[config.mk]
export PLATFORM = sky130hd
export DESIGN_NAME = rip_fifo_unpack
export DESIGN_NICKNAME = d
export VERILOG_FILES = /design/src/rtl/rip_fifo_pkg.sv /design/src/rtl/rip_lane_select.sv /design/src/rtl/rip_fifo_unpack.sv
export SDC_FILE = /design/constraint.sdc
export NUM_CORES = 1
export LEC_CHECK = 0
export CORE_MARGIN = 2
export CORE_UTILIZATION = 52
export DETAILED_ROUTE_END_ITERATION = 6
export MAX_ROUTING_LAYER = met4
export PLACE_DENSITY = 0.86
export SYNTH_ARGS = -nofsm -noshare
export SYNTH_HDL_FRONTEND = slang
export SYNTH_SLANG_ARGS = --single-unit
[constraint.sdc]
create_clock -name clk -period 5.9 [get_ports clk]
set_input_delay 1.475 -clock clk [delete_from_list [all_inputs] [get_ports clk]]
set_output_delay 1.475 -clock clk [all_outputs]
set_load 0.05 [all_outputs]
[src/rtl/rip_fifo_pkg.sv]
// rip_fifo_pkg: shared FSM state and default widths for the rip FIFO read side
package rip_fifo_pkg;
    typedef enum logic {UNPACK_EMPTY, UNPACK_DRAIN} unpack_state_e;
    localparam int UNPACK_IN_WIDTH = 128;
    localparam int UNPACK_OUT_WIDTH = 32;
endpackage

[src/rtl/rip_lane_select.sv]
// rip_lane_select: combinational word mux; RIP_FIFO_UNPACK_MSB_FIRST_EN selects MSB-first lane order
module rip_lane_select #(
    parameter int IN_WIDTH = 128,
    parameter int OUT_WIDTH = 32
) (
    input  logic [IN_WIDTH-1:0]                   data,
    input  logic [$clog2(IN_WIDTH/OUT_WIDTH)-1:0] lane,
    output logic [OUT_WIDTH-1:0]                  word
);
    localparam int LANES = IN_WIDTH / OUT_WIDTH;
    always_comb begin
        word = '0;
        for (int k = 0; k < LANES; k++) begin
`ifdef RIP_FIFO_UNPACK_MSB_FIRST_EN
            if (int'(lane) == k) word = data[(LANES-1-k)*OUT_WIDTH +: OUT_WIDTH];
`else
            if (int'(lane) == k) word = data[k*OUT_WIDTH +: OUT_WIDTH];
`endif
        end
    end
endmodule

[src/rtl/rip_fifo_unpack.sv]
// rip_fifo_unpack: pops wide show-ahead FIFO entries and streams them as narrow words; lane order via RIP_FIFO_UNPACK_MSB_FIRST_EN
module rip_fifo_unpack
    import rip_fifo_pkg::*;
#(
    parameter int IN_WIDTH = UNPACK_IN_WIDTH,
    parameter int OUT_WIDTH = UNPACK_OUT_WIDTH
) (
    input  logic                 clk,
    input  logic                 rst_n,
    input  logic [IN_WIDTH-1:0]  f_r_data,
    input  logic                 f_r_empty,
    output logic                 f_r_en,
    input  logic                 flush,
    output logic                 m_valid,
    input  logic                 m_ready,
    output logic [OUT_WIDTH-1:0] m_data,
    output logic                 m_last
);
    localparam int LANES = IN_WIDTH / OUT_WIDTH;
    localparam int LW = $clog2(LANES);
    typedef logic [LW-1:0] lane_t;
    localparam lane_t LAST_LANE = lane_t'(LANES - 1);

    if (IN_WIDTH % OUT_WIDTH != 0 || LANES < 2) begin : g_bad_width
        $error("rip_fifo_unpack: IN_WIDTH must be a multiple of OUT_WIDTH with at least 2 lanes");
    end

    unpack_state_e         state_q, state_d;
    logic [IN_WIDTH-1:0]   data_q, data_d;
    lane_t                 lane_q, lane_d;
    logic                  hs, last, pop;

    always_ff @(posedge clk or negedge rst_n) begin
        if (!rst_n) begin
            state_q <= UNPACK_EMPTY;
            data_q  <= '0;
            lane_q  <= '0;
        end else begin
            state_q <= state_d;
            data_q  <= data_d;
            lane_q  <= lane_d;
        end
    end

    // The last-lane handshake and the next pop share a cycle, so entries stream without bubbles.
    always_comb begin
        hs = m_valid & m_ready;
        last = lane_q == LAST_LANE;
        pop = rst_n & ~f_r_empty & ~flush & (state_q == UNPACK_EMPTY | (hs & last));
        data_d = pop ? f_r_data : data_q;
        state_d = state_q;
        lane_d = lane_q;
        if (flush) begin
            state_d = UNPACK_EMPTY;
            lane_d = '0;
        end else if (pop) begin
            state_d = UNPACK_DRAIN;
            lane_d = '0;
        end else if (hs) begin
            state_d = last ? UNPACK_EMPTY : UNPACK_DRAIN;
            lane_d = last ? '0 : lane_q + 1'b1;
        end
    end

    assign f_r_en = pop;
    assign m_valid = state_q == UNPACK_DRAIN;
    assign m_last = m_valid & last;

    rip_lane_select #(.IN_WIDTH(IN_WIDTH), .OUT_WIDTH(OUT_WIDTH)) u_lane_select (
        .data (data_q),
        .lane (lane_q),
        .word (m_data)
    );
endmodule
* Word level (Yosys, flattened, before mapping)
Index checks and enable logic that the tools add are counted.
** Storage, ports and cells
- Register bits :: 131
- Input bits :: 133
- Logic and storage cells :: 32
** Operators by class
- Bitwise gates (word level) :: 10
- Equal/unequal tests :: 4
- Add/sub/neg operators :: 1
- Reductions and logical operators :: 2
- Muxes and demuxes :: 12
** Operators by type and width (count)
- $mux W32 :: 4
- $mux W2 :: 4
- $and A1 B1 Y1 :: 6
- $eq A2 B2 Y1 const B :: 3
- $mux W1 :: 4
- $not A1 Y1 :: 3
- $reduce_bool A3 Y1 :: 1
- $add A2 B1 Y2 const B :: 1
- $eq A2 B1 Y1 const B :: 1
- $logic_not A2 Y1 :: 1
- $or A1 B1 Y1 :: 1

* Longest topological paths before layout
Gate-level depths: netlist of the first run.
- Depth in word-level cells :: 6
- Gate-level depth with buffers :: 7
- Depth with buffers taken out :: 5

* Modules after synthesis
Synthesis of the first run repeated with hierarchy kept, for this count alone.
** Unflattened totals
- Cells, all modules :: 325
- Area total of the unflattened synthesis :: 5716.7 µm²
** Modules (own cells, without submodules)
- rip_fifo_unpack :: seq. area each 3278.1 µm², cells an instance 286, times used 1, area an instance 4902.2 µm²
- rip_lane_select :: seq. area each 0.0 µm², cells an instance 39, times used 1, area an instance 814.5 µm²

* Worst setup path before layout of the first run
OpenSTA, ideal clock, no wires.
- Kind :: register to output
- Start point :: register lane_q[0]
- End point :: output m_data[0]
- Buffers on the path :: 2
- Required time :: 4425 ps
- Slack :: 1854 ps
- Arrival :: 2571 ps
- Cell stages (with the launch flop) :: 7
- Cell sequence :: dfrtp_1 ha_1 clkbuf_1 nor2b_1 clkbuf_1 a221oi_1 o31ai_1
** On the way
- Word-level cells in the longest chain between the ends :: 5
** RTL lines
- start: declaration :: line rip_fifo_unpack.sv:30 : lane_t lane_q, lane_d;
- start signal: assignment :: line rip_fifo_unpack.sv:41 : lane_q <= lane_d;
- $logic_not A2 Y1 :: line rip_lane_select.sv:17 : if (int'(lane) == k) word = data[k*OUT_WIDTH +: OUT_WIDTH];
- $mux W32 (3 in a row) :: line rip_lane_select.sv:17
- $mux W32 * :: line rip_lane_select.sv:17
- end: declaration :: line rip_fifo_unpack.sv:16 : output logic [OUT_WIDTH-1:0] m_data,
Mark *: on every way between the ends. The rest lies on a longest branch, timed or not.

* Worst setup path after layout of the first run
- Start point :: register lane_q[1]
- End point :: output m_data[23]
The elaborated chain is that of the path after synthesis.

==> flow_results.org, run 1 <==
** Run status
- Result of the run :: finished, final reports clean

** Clocking
- Quantity of hold-fixing buffers added after cts :: 0
- Clock net sink count :: 131
- Maximum count of clock buffers along a single path :: 2
- Clock tree from TritonCTS :: yes
- Buffers inserted during post-CTS setup optimization :: 0
- Clk Latency, worst-skew pair :: about 0.42 ns
- Number of CTS-inserted buffers :: 17
- The H-tree generated during clock tree synthesis spans 4 levels.
- Clock-pin slew was measured on the worst setup and hold paths at about 0.050 ns.
- Number of gates given a new drive strength after cts :: 0
- Clock tree synthesis selected as its root buffer the cell sky130_fd_sc_hd__clkbuf_16.

** Setup path
- For this design, the slowest cell found on the critical path is sky130_fd_sc_hd__clkdlybuf4s50_1.
- STA classifies the critical path endpoint as an output pin.
- By startpoint and endpoint, the worst setup path is classified as reg -> out.
- For the worst setup path, the data required time is 4.43 ns.
- The most numerous cell type found on the critical path is sky130_fd_sc_hd__buf_4.
- Cells traversed along the worst timing path :: inv_1 > ha_1 > buf_4 > nor2b_2 > buf_4 > a221oi_1 > o31ai_1 > clkdlybuf4s50_1
- Data on the critical path arrives at its endpoint at 3.44 ns.
- The worst setup path is launched from a flop.
- Grouping stages by cell kind, the critical path spends the most delay in buffers and inverters.
- The critical path contains buffers and inverters numbering 4 combined.
- For this run, the slowest stage of the critical path takes 0.72 ns.
- Of all nets on the critical path, the largest fanout is 20.

** Timing
- The final hold violation count is 0.
- Least-Margin Pin Slew :: between 1 and 1.5 ns
- Max-slew violation count :: 0
- Crit path time final :: 4.91 ns
- Final-report setup violation count :: 0
- Unrepaired setup endpoints after global routing :: no
- Final cycle utilization of the critical path :: 83.3%
- For this run, the top clock speed supported by timing is 0.204 GHz.
- Worst Skew :: between 0.015 and 0.02 ns
- In this run the tightest slew margin relative to its limit is 26.7%.
- For the final routed database, the setup TNS stands at 0 ns.

** Die
- IO Pins :: 168
- The total area inside the core boundary comes to 0.0109 sq mm.
- Standard-cell rows :: 38
- From bottom edge to top edge, the die measures 110 um.
- For this configuration, the core starts out at a cell density of a little over half.
- The floorplan step defined a die boundary enclosing 0.0122 sq mm.
- Die Wd :: 110 um

** Power
- Design Power :: 2.97 mW
- Ratio of total power to cell area :: 361 mW/mm^2
- Across the VDD grid, the largest voltage drop is roughly 280 uV.
- The analysis attributes to cell leakage a power of about 3.3 nW.

** Placement
- Routability-driven placement finished with a final weighted congestion of 0.763.
- Count of port buffers added during placement :: roughly 170
- Placed wire-length estimate :: approximately 9700 um

** Route
- Number of design-rule violations left by the first detailed-router iteration :: 293
- After detailed routing, the number of vias per cell comes to 5.58.
- Detailed-route via count :: between 4000 and 5000
- Dividing the detail-routed wire length by the instance count gives 19.1 um.
- Length of the first detailed-routing pass in iterations :: 4
- For this run, design rule violations remaining after detail routing come to 0.
- Remaining number of nets flagged by the antenna check after routing :: 0
- Summed over all layers, the routed wires come to 14400 um.

** Synthesis
- Synthesized netlist cell count :: around 440
- The synthesized netlist contains 21 unique library cells.
- Summing the sequential cell areas from Yosys gives 55.8% of the chip area.
- After synthesis, the mean cell area works out to 13.3 sq um.
- In this run the cell area of the synthesized design comes to a little under 0.006 sq mm.
- The Yosys step of the flow raised 0 warnings.
- The number of nets in the synthesized netlist is 580.
- #FFs+latches synth :: 131

** GRT
- Largest net degree at the start of global routing :: between 70 and 80
- The via count of the first global-routing pass came to approximately 4500.
- Global-route usage over all layers :: between 20% and 30%
- Antenna violations before repair :: 0
- The first global-routing pass estimated between 20000 and 25000 um of wire.
- GRT Residual Overflow :: 0

** Finish
- Most frequent standard cell in the layout excluding fill and tap cells :: sky130_fd_sc_hd__clkdlybuf4s50_1
- Commonest cells after routing, fill and taps aside :: 166 x sky130_fd_sc_hd__clkdlybuf4s50_1, 131 x sky130_fd_sc_hd__dfrtp_1, 90 x sky130_fd_sc_hd__mux2_1
- Final #Nets :: between 700 and 800
- Cells with a size suffix above 1 make up about an eighth of the layout.
- The repair_antennas step left the layout with diodes totalling 0.
- The layout has ~730 filler cells.
- Compared with the post-synthesis result, the final layout area differs by 39.9%.

** Min path
- Min-Delay Path Class :: reg -> reg

** Flow run
- Across the run, the number of max-cap violations was 0.
-- power breakdown --
part	internal, mW	switching [mW]	total, mW	leakage (nW)
registers	1.09	0.102	1.20	1.56
clock network	0.700	0.353	1.05	0.292
logic	0.343	0.378	0.721	1.48
-- synth_stat cells, drive strengths merged --
cell      n  share of area [%]
dfrtp   131                 56
mux2    128                 25
nand2    35                2.2
nor2b    32                3.4
a221oi   31                4.6
o31ai    31                4.0
clkbuf   21                1.3
buf      14                1.6
ha        4               0.85
a21oi     3               0.26
inv       3               0.19
mux2i     2               0.34
nor3      2               0.17
a211oi    1               0.21
a22o      1               0.15
and2      1               0.11
nand2b    1               0.11
nor2      1              0.064
o21ai     1              0.085
-- path summary, 6_finish.rpt --
| kind | startpoint | endpoint | slack [ns] | cells after the start |
|---|---|---|---|---|
| worst min register to register | data_q[40] | data_q[40] | 0.48 | 1 |
| worst max-delay path | lane_q[1] | m_data[23] | 0.99 | 8 |
| max in group asynchronous | rst_n | data_q[0] | 3.29 | 3 |
| worst max register to register | lane_q[0] | data_q[118] | 2.40 | 6 |
| worst min-delay path | data_q[40] | data_q[40] | 0.48 | 1 |
| min in group asynchronous | rst_n | data_q[85] | 1.26 | 2 |
-- layout make-up --
| class | count | area [sq um] | share of cell area [%] |
|---|---|---|---|
| Clock buffer | 24 | 492 | 5.98 |
| Clock inverter | 5 | 100 | 1.22 |
| Inverter | 3 | 11.3 | 0.137 |
| Multi-Input combinational cell | 274 | 2430 | 29.5 |
| Sequential cell | 131 | 3280 | 39.9 |
| Tap cell | 140 | 175 | 2.13 |
| Timing Repair Buffer | 176 | 1740 | 21.1 |
-- metrics by stage --
stage	std cells	hold WS (ns)	area (sq um)	worst slack [ns]	util, %
final	753	0.485	8220	0.987	75.2
after global routing	753	0.497	8220	0.825	75.2
after CTS	753	0.488	8220	0.980	75.2
after detailed placement	724	0.476	7630	1.20	69.8
after global placement	724	0.467	7630	1.21	69.8
after floorplan	443	0.458	5880	1.85	-
-- layer usage --
| metal | track usage, % | vias to the layer above | share of wire [%] |
|---|---|---|---|
| li1 | - | 1937 | - |
| met3 | 8.17 | 22 | 7.4 |
| met1 | 29.6 | 2088 | 41 |
| met2 | 41.0 | 155 | 50 |
| met5 | - | - | 0 |
| met4 | 9.02 | 0 | 1.7 |
-- sequential cells by signal, summed over array words and instances (netlist names) --
register / cells
m_valid: 1
lane_q: 2
data_q: 128
-- logic make-up (layout without fill, tap and decap cells) --
family	Yosys count	in the layout	synth area share [%]
AOI/OAI and AO/OA	68	68	9.28
DFF	131	131	55.8
muxes	130	130	24.9
adders and majority gates	4	4	0.851
and+or+nand+nor	72	72	6.09
buffers and inverters	38	208	3.15
No activity file was read; power rests on OpenSTA's default activity.
==> inputs of run 2 (changes only) <==
--- a/config.mk
+++ b/config.mk
@@ -6,10 +6,10 @@
 export NUM_CORES = 1
 export LEC_CHECK = 0
 export CORE_MARGIN = 2
-export CORE_UTILIZATION = 52
+export CORE_UTILIZATION = 43
 export DETAILED_ROUTE_END_ITERATION = 6
 export MAX_ROUTING_LAYER = met4
-export PLACE_DENSITY = 0.86
+export PLACE_DENSITY = 0.76
 export SYNTH_ARGS = -nofsm -noshare
 export SYNTH_HDL_FRONTEND = slang
 export SYNTH_SLANG_ARGS = --single-unit
==> constraint.sdc (replaced) <==
create_clock -name clk -period 4.3 [get_ports clk]
set_input_delay 1.075 -clock clk [delete_from_list [all_inputs] [get_ports clk]]
set_output_delay 1.075 -clock clk [all_outputs]
set_load 0.05 [all_outputs]
==> flow_results.org, run 2 (synthesis results as in run 1) <==
** Finish
- Area added between synthesis and finish :: 46.1% (was 39.9%)
- Largest reg by FF count :: data_q (unchanged)
- The number of flip-flops in the largest register is 128 (unchanged).
- The number of antenna cells inserted came to 0 (unchanged).
- Final cell area excluding filler cells :: 0.00859 sq mm (was 0.00822 sq mm)
- Commonest cells after routing, fill and taps aside: 133 x sky130_fd_sc_hd__clkdlybuf4s50_1, 131 x sky130_fd_sc_hd__dfrtp_1, 90 x sky130_fd_sc_hd__mux2_1 (was 166 x sky130_fd_sc_hd__clkdlybuf4s50_1, 131 x sky130_fd_sc_hd__dfrtp_1, 90 x sky130_fd_sc_hd__mux2_1).
- Proportion of layout cells with a drive suffix above 1 :: 18.5% (was 12.7%)
- The net count reported at finish came to 740 (unchanged).
- Non-filler cells in the finished layout :: 792 (was 753)
- Most frequent standard cell in the layout excluding fill and tap cells :: sky130_fd_sc_hd__clkdlybuf4s50_1 (unchanged)
- Fillcell total :: 975 (was 732)

** Clocking
- Post-CTS clock slew at the launch and capture registers of the worst setup and hold paths :: 0.06 ns (was 0.05 ns)
- H-tree level count :: 4 (unchanged)
- Number of CTS-inserted buffers :: 17 (unchanged)
- Clk Tree Root Cell :: sky130_fd_sc_hd__clkbuf_16 (unchanged)
- Maximum count of clock buffers along a single path :: 2 (unchanged)
- Clock tree from TritonCTS :: yes (unchanged)
- Clk Latency, worst-skew pair :: 0.41 ns (was 0.42 ns)
- Number of gates given a new drive strength after cts :: 0 (unchanged)
- Clock net sink count :: 131 (unchanged)
- The total of hold buffers inserted after clock tree synthesis came to 0 (unchanged).
- Buffers inserted during post-CTS setup optimization :: 0 (unchanged)

** Setup path
- The data required time of the critical path came to 3.22 ns (was 4.43 ns).
- Critical path buffers and inverters :: 3 (was 4)
- CP startpoint kind :: flop (unchanged)
- CP max stage delay :: 0.59 ns (was 0.72 ns)
- The cell type of the slowest stage on the worst timing path is sky130_fd_sc_hd__ha_2 (was sky130_fd_sc_hd__clkdlybuf4s50_1).
- The setup slack on the worst flop-to-flop path came to 1.33 ns (was 2.40 ns).
- Worst path most repeated cell :: sky130_fd_sc_hd__buf_12 (was sky130_fd_sc_hd__buf_4)
- Setup crit end kind :: output pin (unchanged)
- Cells traversed along the worst timing path :: inv_1 > ha_2 > buf_12 > a221oi_1 > o31ai_1 > buf_12 (was inv_1 > ha_1 > buf_4 > nor2b_2 > buf_4 > a221oi_1 > o31ai_1 > clkdlybuf4s50_1)
- The data arrival time at the worst-slack endpoint is 2.57 ns (was 3.44 ns).
- The dominant delay contributor by cell family on the critical path was adder cells (was buffers and inverters).
- The critical setup path kind is reg -> out (unchanged).
- Crit path max fanout :: 34 (was 20)

** Timing
- Static timing analysis puts the maximum clock frequency at 0.274 GHz.
- Least-Margin Pin Slew :: 0.901 ns (was 1.10 ns)
- Final-report setup violation count :: 0 (unchanged)
- In the finished design, the share of the clock period the worst path needs comes to around 85%.
- The clock period could shrink to around 3.6 ns.
- Max-slew violation count :: 0 (unchanged)
- Max-slew headroom at the worst pin :: 39.9% (was 26.7%)
- The final hold violation count is 0 (unchanged).
- The final worst-path setup slack came to 0.651 ns (was 0.987 ns).
- TNS Setup :: 0 ns (unchanged)
- Unrepaired setup endpoints after global routing :: no (unchanged)
- Worst Skew :: 0.00586 ns (was 0.0162 ns)

** Die
- The full die area was 0.0146 sq mm (was 0.0122 sq mm).
- Core area :: 0.0133 sq mm (was 0.0109 sq mm)
- Initial Util :: 44.2% (was 53.8%)
- Standard-cell rows :: 42 (was 38)
- IO Pins :: 168 (unchanged)
- The die span in y came to 121 um (was 110 um).
- The horizontal die dimension came to 121 um (was 110 um).

** Power
- Total net switching power :: 1.20 mW (was 0.832 mW)
- Sequential fraction of design power :: 38.7% (was 40.3%)
- Pleak :: 3.49 nW (was 3.33 nW)
- The power density over the cells was 491 mW/mm^2 (was 361 mW/mm^2).
- Part of the total power dissipated in combinational logic :: 27.9% (was 24.3%)
- The worst-case vdd ir drop is 349 uV (was 280 uV).
- The power share of the clock group is 33.4% (was 35.4%).
- Share of total power consumed by net switching :: 28.5% (was 28.0%)
- The cell-internal power is 3.02 mW (was 2.14 mW).

** GRT
- GRT Residual Overflow :: 0 (unchanged)
- Via count of the first global-routing pass :: 4604 (was 4467)
- Antenna violations before repair :: 0 (unchanged)
- Largest net degree at the start of global routing :: 131 (was 79)
- The global-route usage over all layers was 21.3% (was 25.2%).
- The wire length of the first global-routing pass is 23300 um (was 22100 um).

** Placement
- The detailed placement HPWL is 9620 um (was 9710 um).
- Placed Cells :: 760 (was 724)
- The standard cell area after detailed placement is 0.00801 sq mm (was 0.00763 sq mm).
- The weighted congestion at the end of routability-driven global placement was 0.757 (was 0.763).
- The quantity of I/O buffers inserted on ports came to 167 (unchanged).
- The placement-stage worst setup slack was 0.925 ns (was 1.20 ns).

** Route
- Number of design-rule violations left by the first detailed-router iteration :: 248 (was 293)
- The via-per-instance ratio is 5.30 (was 5.58).
- DRC violations left :: 0 (unchanged)
- The number of vias in the routed layout came to 4199 (was 4202).
- Remaining number of nets flagged by the antenna check after routing :: 0 (unchanged)
- The total wirelength of the detailed-routed design was 14400 um (about the same).
- The detailed-routing iteration count for the pre-antenna-repair pass was 4 (unchanged).
- The final routed wire length divided by cell count is 18.2 um (was 19.1 um).

** Run status
- Result of the run: finished, final reports clean (unchanged).

** Min path
- Min-Delay Path Class :: reg -> reg (unchanged)

** Flow run
- Number of maximum-capacitance constraint violations :: 0 (unchanged)
==> run 2: changes by cell type in the layout (fill, tap and decap cells not counted) <==
cell / previous run / this run
sky130_fd_sc_hd__clkinvlp_4: 0 / 2
sky130_fd_sc_hd__clkinv_4: 0 / 1
sky130_fd_sc_hd__clkdlybuf4s50_1: 166 / 133
sky130_fd_sc_hd__bufinv_16: 3 / 2
sky130_fd_sc_hd__clkinv_2: 2 / 4
sky130_fd_sc_hd__buf_12: 0 / 33
sky130_fd_sc_hd__clkbuf_8: 4 / 3
==> run 2: path summary, 6_finish.rpt <==
check | start | endpoint | cells past startpoint
setup / recovery | lane_q[0] | m_data[13] | 6
hold / removal | data_q[68] | data_q[68] | 1
setup reg to reg | lane_q[0] | data_q[112] | 5
hold reg to reg | data_q[68] | data_q[68] | 1
max in group asynchronous | rst_n | data_q[59] | 3
min in group asynchronous | rst_n | data_q[110] | 2
==> run 2: cell type report <==
class	instances	area (sq um)	area share, %
clock buffers	23	478	5.57
clock inverters	9	104	1.21
multi-input cells	274	2430	28.3
repair buffers	176	2070	24.1
well taps	176	220	2.56
inverters	3	11.3	0.131
flip-flops and latches	131	3280	38.2
==> run 2: metrics by stage <==
| stage | power, mW | hold WS [ns] | utilization (%) |
|---|---|---|---|
| 3_5_place_dp | 2.84 | 0.476 | 60.2 |
| 5_1_grt | 4.42 | 0.500 | 64.6 |
| 4_1_cts | 4.26 | 0.489 | 64.6 |
| 6_report | 4.22 | 0.485 | 64.6 |
| 3_3_place_gp | 2.80 | 0.467 | 60.2 |
| 2_1_floorplan | 2.24 | 0.458 | - |
==> run 2: power groups by stage <==
stage                     registers, mW  logic [mW]  clock network (mW)
after floorplan                    1.61       0.627                   0
after CTS                          1.64        1.19                1.44
after detailed placement           1.66        1.19                   0
after global routing               1.67        1.25                1.50
after global placement             1.64        1.16                   0
final                              1.63        1.18                1.41
==> run 2: routing by layer <==
| metal | GRT usage, % | vias up | part of all wire, % |
|---|---|---|---|
| li1 | - | 1933 | - |
| met1 | 26.6 | 2120 | 44 |
| met2 | 33.2 | 138 | 47 |
| met3 | 7.57 | 8 | 8.1 |
| met4 | 5.81 | 0 | 0.61 |
| met5 | - | - | 0 |
==> inputs of run 3 (changes only) <==
==> constraint.sdc (replaced) <==
create_clock -name clk -period 2.9 [get_ports clk]
set_input_delay 0.725 -clock clk [delete_from_list [all_inputs] [get_ports clk]]
set_output_delay 0.725 -clock clk [all_outputs]
set_load 0.05 [all_outputs]
==> flow_results.org, run 3 (synthesis results as in run 1) <==
** Run status
- Result of the run: finished, final reports clean (unchanged).

** Timing
- After layout, the worst path uses a little over nine tenths of the clock period.
- Subtracting the final worst setup slack from the clock period gives 2.85 ns.
- Unrepaired setup endpoints after global routing: yes (was no).
- Highest clock frequency the design can meet :: 0.350 GHz
- Max-slew headroom at the worst pin :: 54.9% (was 39.9%)
- The slew of the pin with the lowest slew margin is 0.677 ns (was 0.901 ns).
- Crit path setup slack, layout :: 0.0457 ns (was 0.651 ns)
- The final number of setup-violating endpoints is 0 (unchanged).
- The final setup skew came to 0.00697 ns (was 0.00586 ns).
- Final Hold Fails :: 0 (unchanged)
- Max-slew violation count :: 0 (unchanged)

** Die
- The floorplan row count is 42 (unchanged).
- Vert. Die Dim :: 121 um (unchanged)
- Area of the die :: 0.0146 sq mm (unchanged)
- IO Pins :: 168 (unchanged)
- The initial cell density of the core came to 44.2% (unchanged).
- Die Wd :: 121 um (unchanged)
- Core area :: 0.0133 sq mm (unchanged)

** Setup path
- CP startpoint kind :: flop (unchanged)
- The critical-path maximum fanout is 8 (was 34).
- Cells traversed along the worst timing path: inv_2 > ha_4 > nor2b_4 > clkbuf_16 > a221oi_1 > o31ai_2 > buf_12 (was inv_1 > ha_2 > buf_12 > a221oi_1 > o31ai_1 > buf_12).
- Setup crit end kind :: output pin (unchanged)
- The delay of the slowest critical-path stage is 0.43 ns (was 0.59 ns).
- Worst-path cell with the longest stage delay :: sky130_fd_sc_hd__dfrtp_2 (was sky130_fd_sc_hd__ha_2)
- The start point of the critical path is lane_q[0] (unchanged).
- The setup slack on the worst flop-to-flop path was 0.37 ns (was 1.33 ns).
- Startpoint of the worst-slack reg-to-reg timing path :: lane_q[0] (unchanged)
- Crit Path Class :: reg -> out (unchanged)
- The number of stages on the worst setup path came to 7 (was 6).
- The endpoint of the most critical register-to-register path is data_q[102] (was data_q[112]).
- The dominant delay contributor by cell family on the critical path is buffers and inverters (was adder cells).
- WP data arrival :: 2.13 ns (was 2.57 ns)
- The worst-case reg-to-reg path depth was 7 (was 5).
- Critical path data required time :: 2.17 ns (was 3.22 ns)
- The number of buffers and inverters on the critical path was 3 (unchanged).

** Finish
- The number of flip-flops in the largest register is 128 (unchanged).
- The area used by sequential logic in the layout was 0.00328 sq mm (about the same).
- Final #Nets :: 750 (was 740)
- The register bank with the most flops was data_q (unchanged).
- The share of layout cells above drive strength 1 came to 26.1% (was 18.5%).
- N_diodes :: 0 (unchanged)
- Non-filler cells in the finished layout :: 801 (was 792)
- The post-synthesis to final-layout area growth came to 53.2% (was 46.1%).
- Area occupied by multi-input gates :: 0.00268 sq mm (was 0.00243 sq mm)
- Commonest cells after routing, fill and taps aside :: 132 x sky130_fd_sc_hd__clkdlybuf4s50_1, 129 x sky130_fd_sc_hd__dfrtp_1, 90 x sky130_fd_sc_hd__mux2_1 (was 133 x sky130_fd_sc_hd__clkdlybuf4s50_1, 131 x sky130_fd_sc_hd__dfrtp_1, 90 x sky130_fd_sc_hd__mux2_1)
- The most common library cell in the layout ignoring fill and taps is sky130_fd_sc_hd__clkdlybuf4s50_1 (unchanged).
- The fill cell instance count of the final layout is 913 (was 975).

** Power
- Worst IR Drop VDD :: 462 uV (was 349 uV)
- Share of total power consumed by net switching :: 28.9% (was 28.5%)
- The power density over the cells was 692 mW/mm^2 (was 491 mW/mm^2).
- The combinational share of power came to 30.1% (was 27.9%).
- Total net switching power :: 1.80 mW (was 1.20 mW)
- The cell-internal power came to 4.43 mW (was 3.02 mW).
- The fraction of power consumed by sequential logic was 39.1% (was 38.7%).
- The leakage component of the power came to 3.69 nW (was 3.49 nW).
- Clock group share of total power :: 30.8% (was 33.4%)

** Route
- The number of vias in the routed layout came to 4244 (was 4199).
- WL final :: 14800 um (was 14400 um)
- The met1 layer wirelength in the final routing came to 6080 um (was 6360 um).
- The topmost layer with routed signal wires is met4 (unchanged).
- Wire length on met3 :: 952 um (was 1170 um)
- Number of design-rule violations left by the first detailed-router iteration :: 315 (was 248)
- The remaining routing DRC violations came to 0 (unchanged).
- The post-route antenna net violation count was 0 (unchanged).
- Via density :: 5.30 (about the same)
- Average wire per cell in the routed design :: 18.5 um (was 18.2 um)
- The total length of routed met2 wires is 7540 um (was 6790 um).
- Length of the first detailed-routing pass in iterations :: 4 (unchanged)

** GRT
- The wire length of the first global-routing pass came to 23500 um (was 23300 um).
- Via count of the first global-routing pass :: 4648 (was 4604)
- The global-route usage over all layers came to 21.5% (was 21.3%).
- GRT Residual Overflow :: 0 (unchanged)
- Antenna violations before repair :: 0 (unchanged)
- The maximum number of pins on one net before global-route repair was 132 (was 131).

** Placement
- Placed wire-length estimate :: 10100 um (was 9620 um)
- The cell count after placement was 765 (was 760).
- Count of port buffers added during placement :: 167 (unchanged)
- The weighted congestion at the end of routability-driven global placement was 0.776 (was 0.757).
- Post-Place Worst Slack :: 0.162 ns (was 0.925 ns)

** Clocking
- Clock net sink count :: 131 (unchanged)
- The clock latency on the worst-skew pair was 0.41 ns (about the same).
- The number of buffers on the longest clock path came to 2 (unchanged).
- Clk Tree Root Cell :: sky130_fd_sc_hd__clkbuf_16 (unchanged)
- Post-CTS clock slew at the launch and capture registers of the worst setup and hold paths :: 0.05 ns (was 0.06 ns)
- H-tree level count :: 4 (unchanged)
- The clock tree from TritonCTS was yes (unchanged).
- Number of CTS-inserted buffers :: 17 (unchanged)

** Min path
- The worst hold-check path type is in -> async (was reg -> reg).

** Flow run
- Number of maximum-capacitance constraint violations :: 0 (unchanged)
run 3: cell types whose count changed in the layout (fill, tap and decap cells not counted), moves of 3 or more:
cell                        before  now
sky130_fd_sc_hd__a221oi_1       31   27
sky130_fd_sc_hd__o31ai_2         0   29
sky130_fd_sc_hd__o31ai_1        31    0
sky130_fd_sc_hd__buf_12         33   39
sky130_fd_sc_hd__clkbuf_16      17   20
run 3: stage by stage:
stage	hold WS [ns]	utilization [%]	power [mW]	area (sq um)	TNS, ns
2_1_floorplan	0.429	-	3.38	6030	0
3_3_place_gp	0.467	62.4	4.24	8290	0
3_5_place_dp	0.476	62.4	4.31	8290	0
4_1_cts	0.484	66.6	6.25	8860	-0.00937
5_1_grt	0.501	67.7	6.53	9000	-0.356
6_report	0.444	67.7	6.23	9000	0
run 3: layout make-up:
type,count,share of cell area [%]
clock buffer,27,5.70
clock inverter,4,0.250
inverter,3,0.125
multi-input combinational,274,29.8
sequential,131,36.4
tap,176,2.45
timing repair buffer,186,25.3
run 3: worst max path at each step:
stage / to / slack, ns
2_1_floorplan: m_data[0] / 0.02
3_3_place_gp: data_q[107] / 0.22
3_5_place_dp: data_q[103] / 0.16
4_1_cts: m_data[29] / -0.006
5_1_grt: m_data[1] / -0.04
6_report: m_data[28] / 0.05
run 3: power groups by stage:
stage          Combinational (mW)  Clock [mW]  Sequential [mW]
6_report                     1.88        1.92             2.44
5_1_grt                      1.98        2.06             2.49
4_1_cts                      1.86        1.96             2.43
3_5_place_dp                 1.86           0             2.46
3_3_place_gp                 1.81           0             2.43
2_1_floorplan               0.987           0             2.39
run 3: worst register-to-register path: cells and delay by family (launching register included):
| family | cells | cell delay (ns) |
|---|---|---|
| buf+inv | 3 | 0.63 |
| mux | 1 | 0.50 |
| flops | 1 | 0.40 |
| fa+ha+maj | 1 | 0.37 |
| compound gates | 1 | 0.32 |
| simple gates | 1 | 0.19 |
run 3: layer usage:
| metal | vias to the layer above | global-route usage [%] |
|---|---|---|
| met5 | - | - |
| met4 | 0 | 6.76 |
| li1 | 1955 | - |
| met1 | 2142 | 25.7 |
| met3 | 18 | 7.42 |
| met2 | 129 | 34.5 |
run 3: what timing repair did:
| action | in CTS | in global routing |
|---|---|---|
| pin swaps | 19 | 7 |
| cloned | 0 | 1 |
| resized for setup | 7 | 16 |
| setup buffers | 0 | 4 |
| setup endpoints to repair | 31 | 31 |
| hold buffers | 0 | 0 |
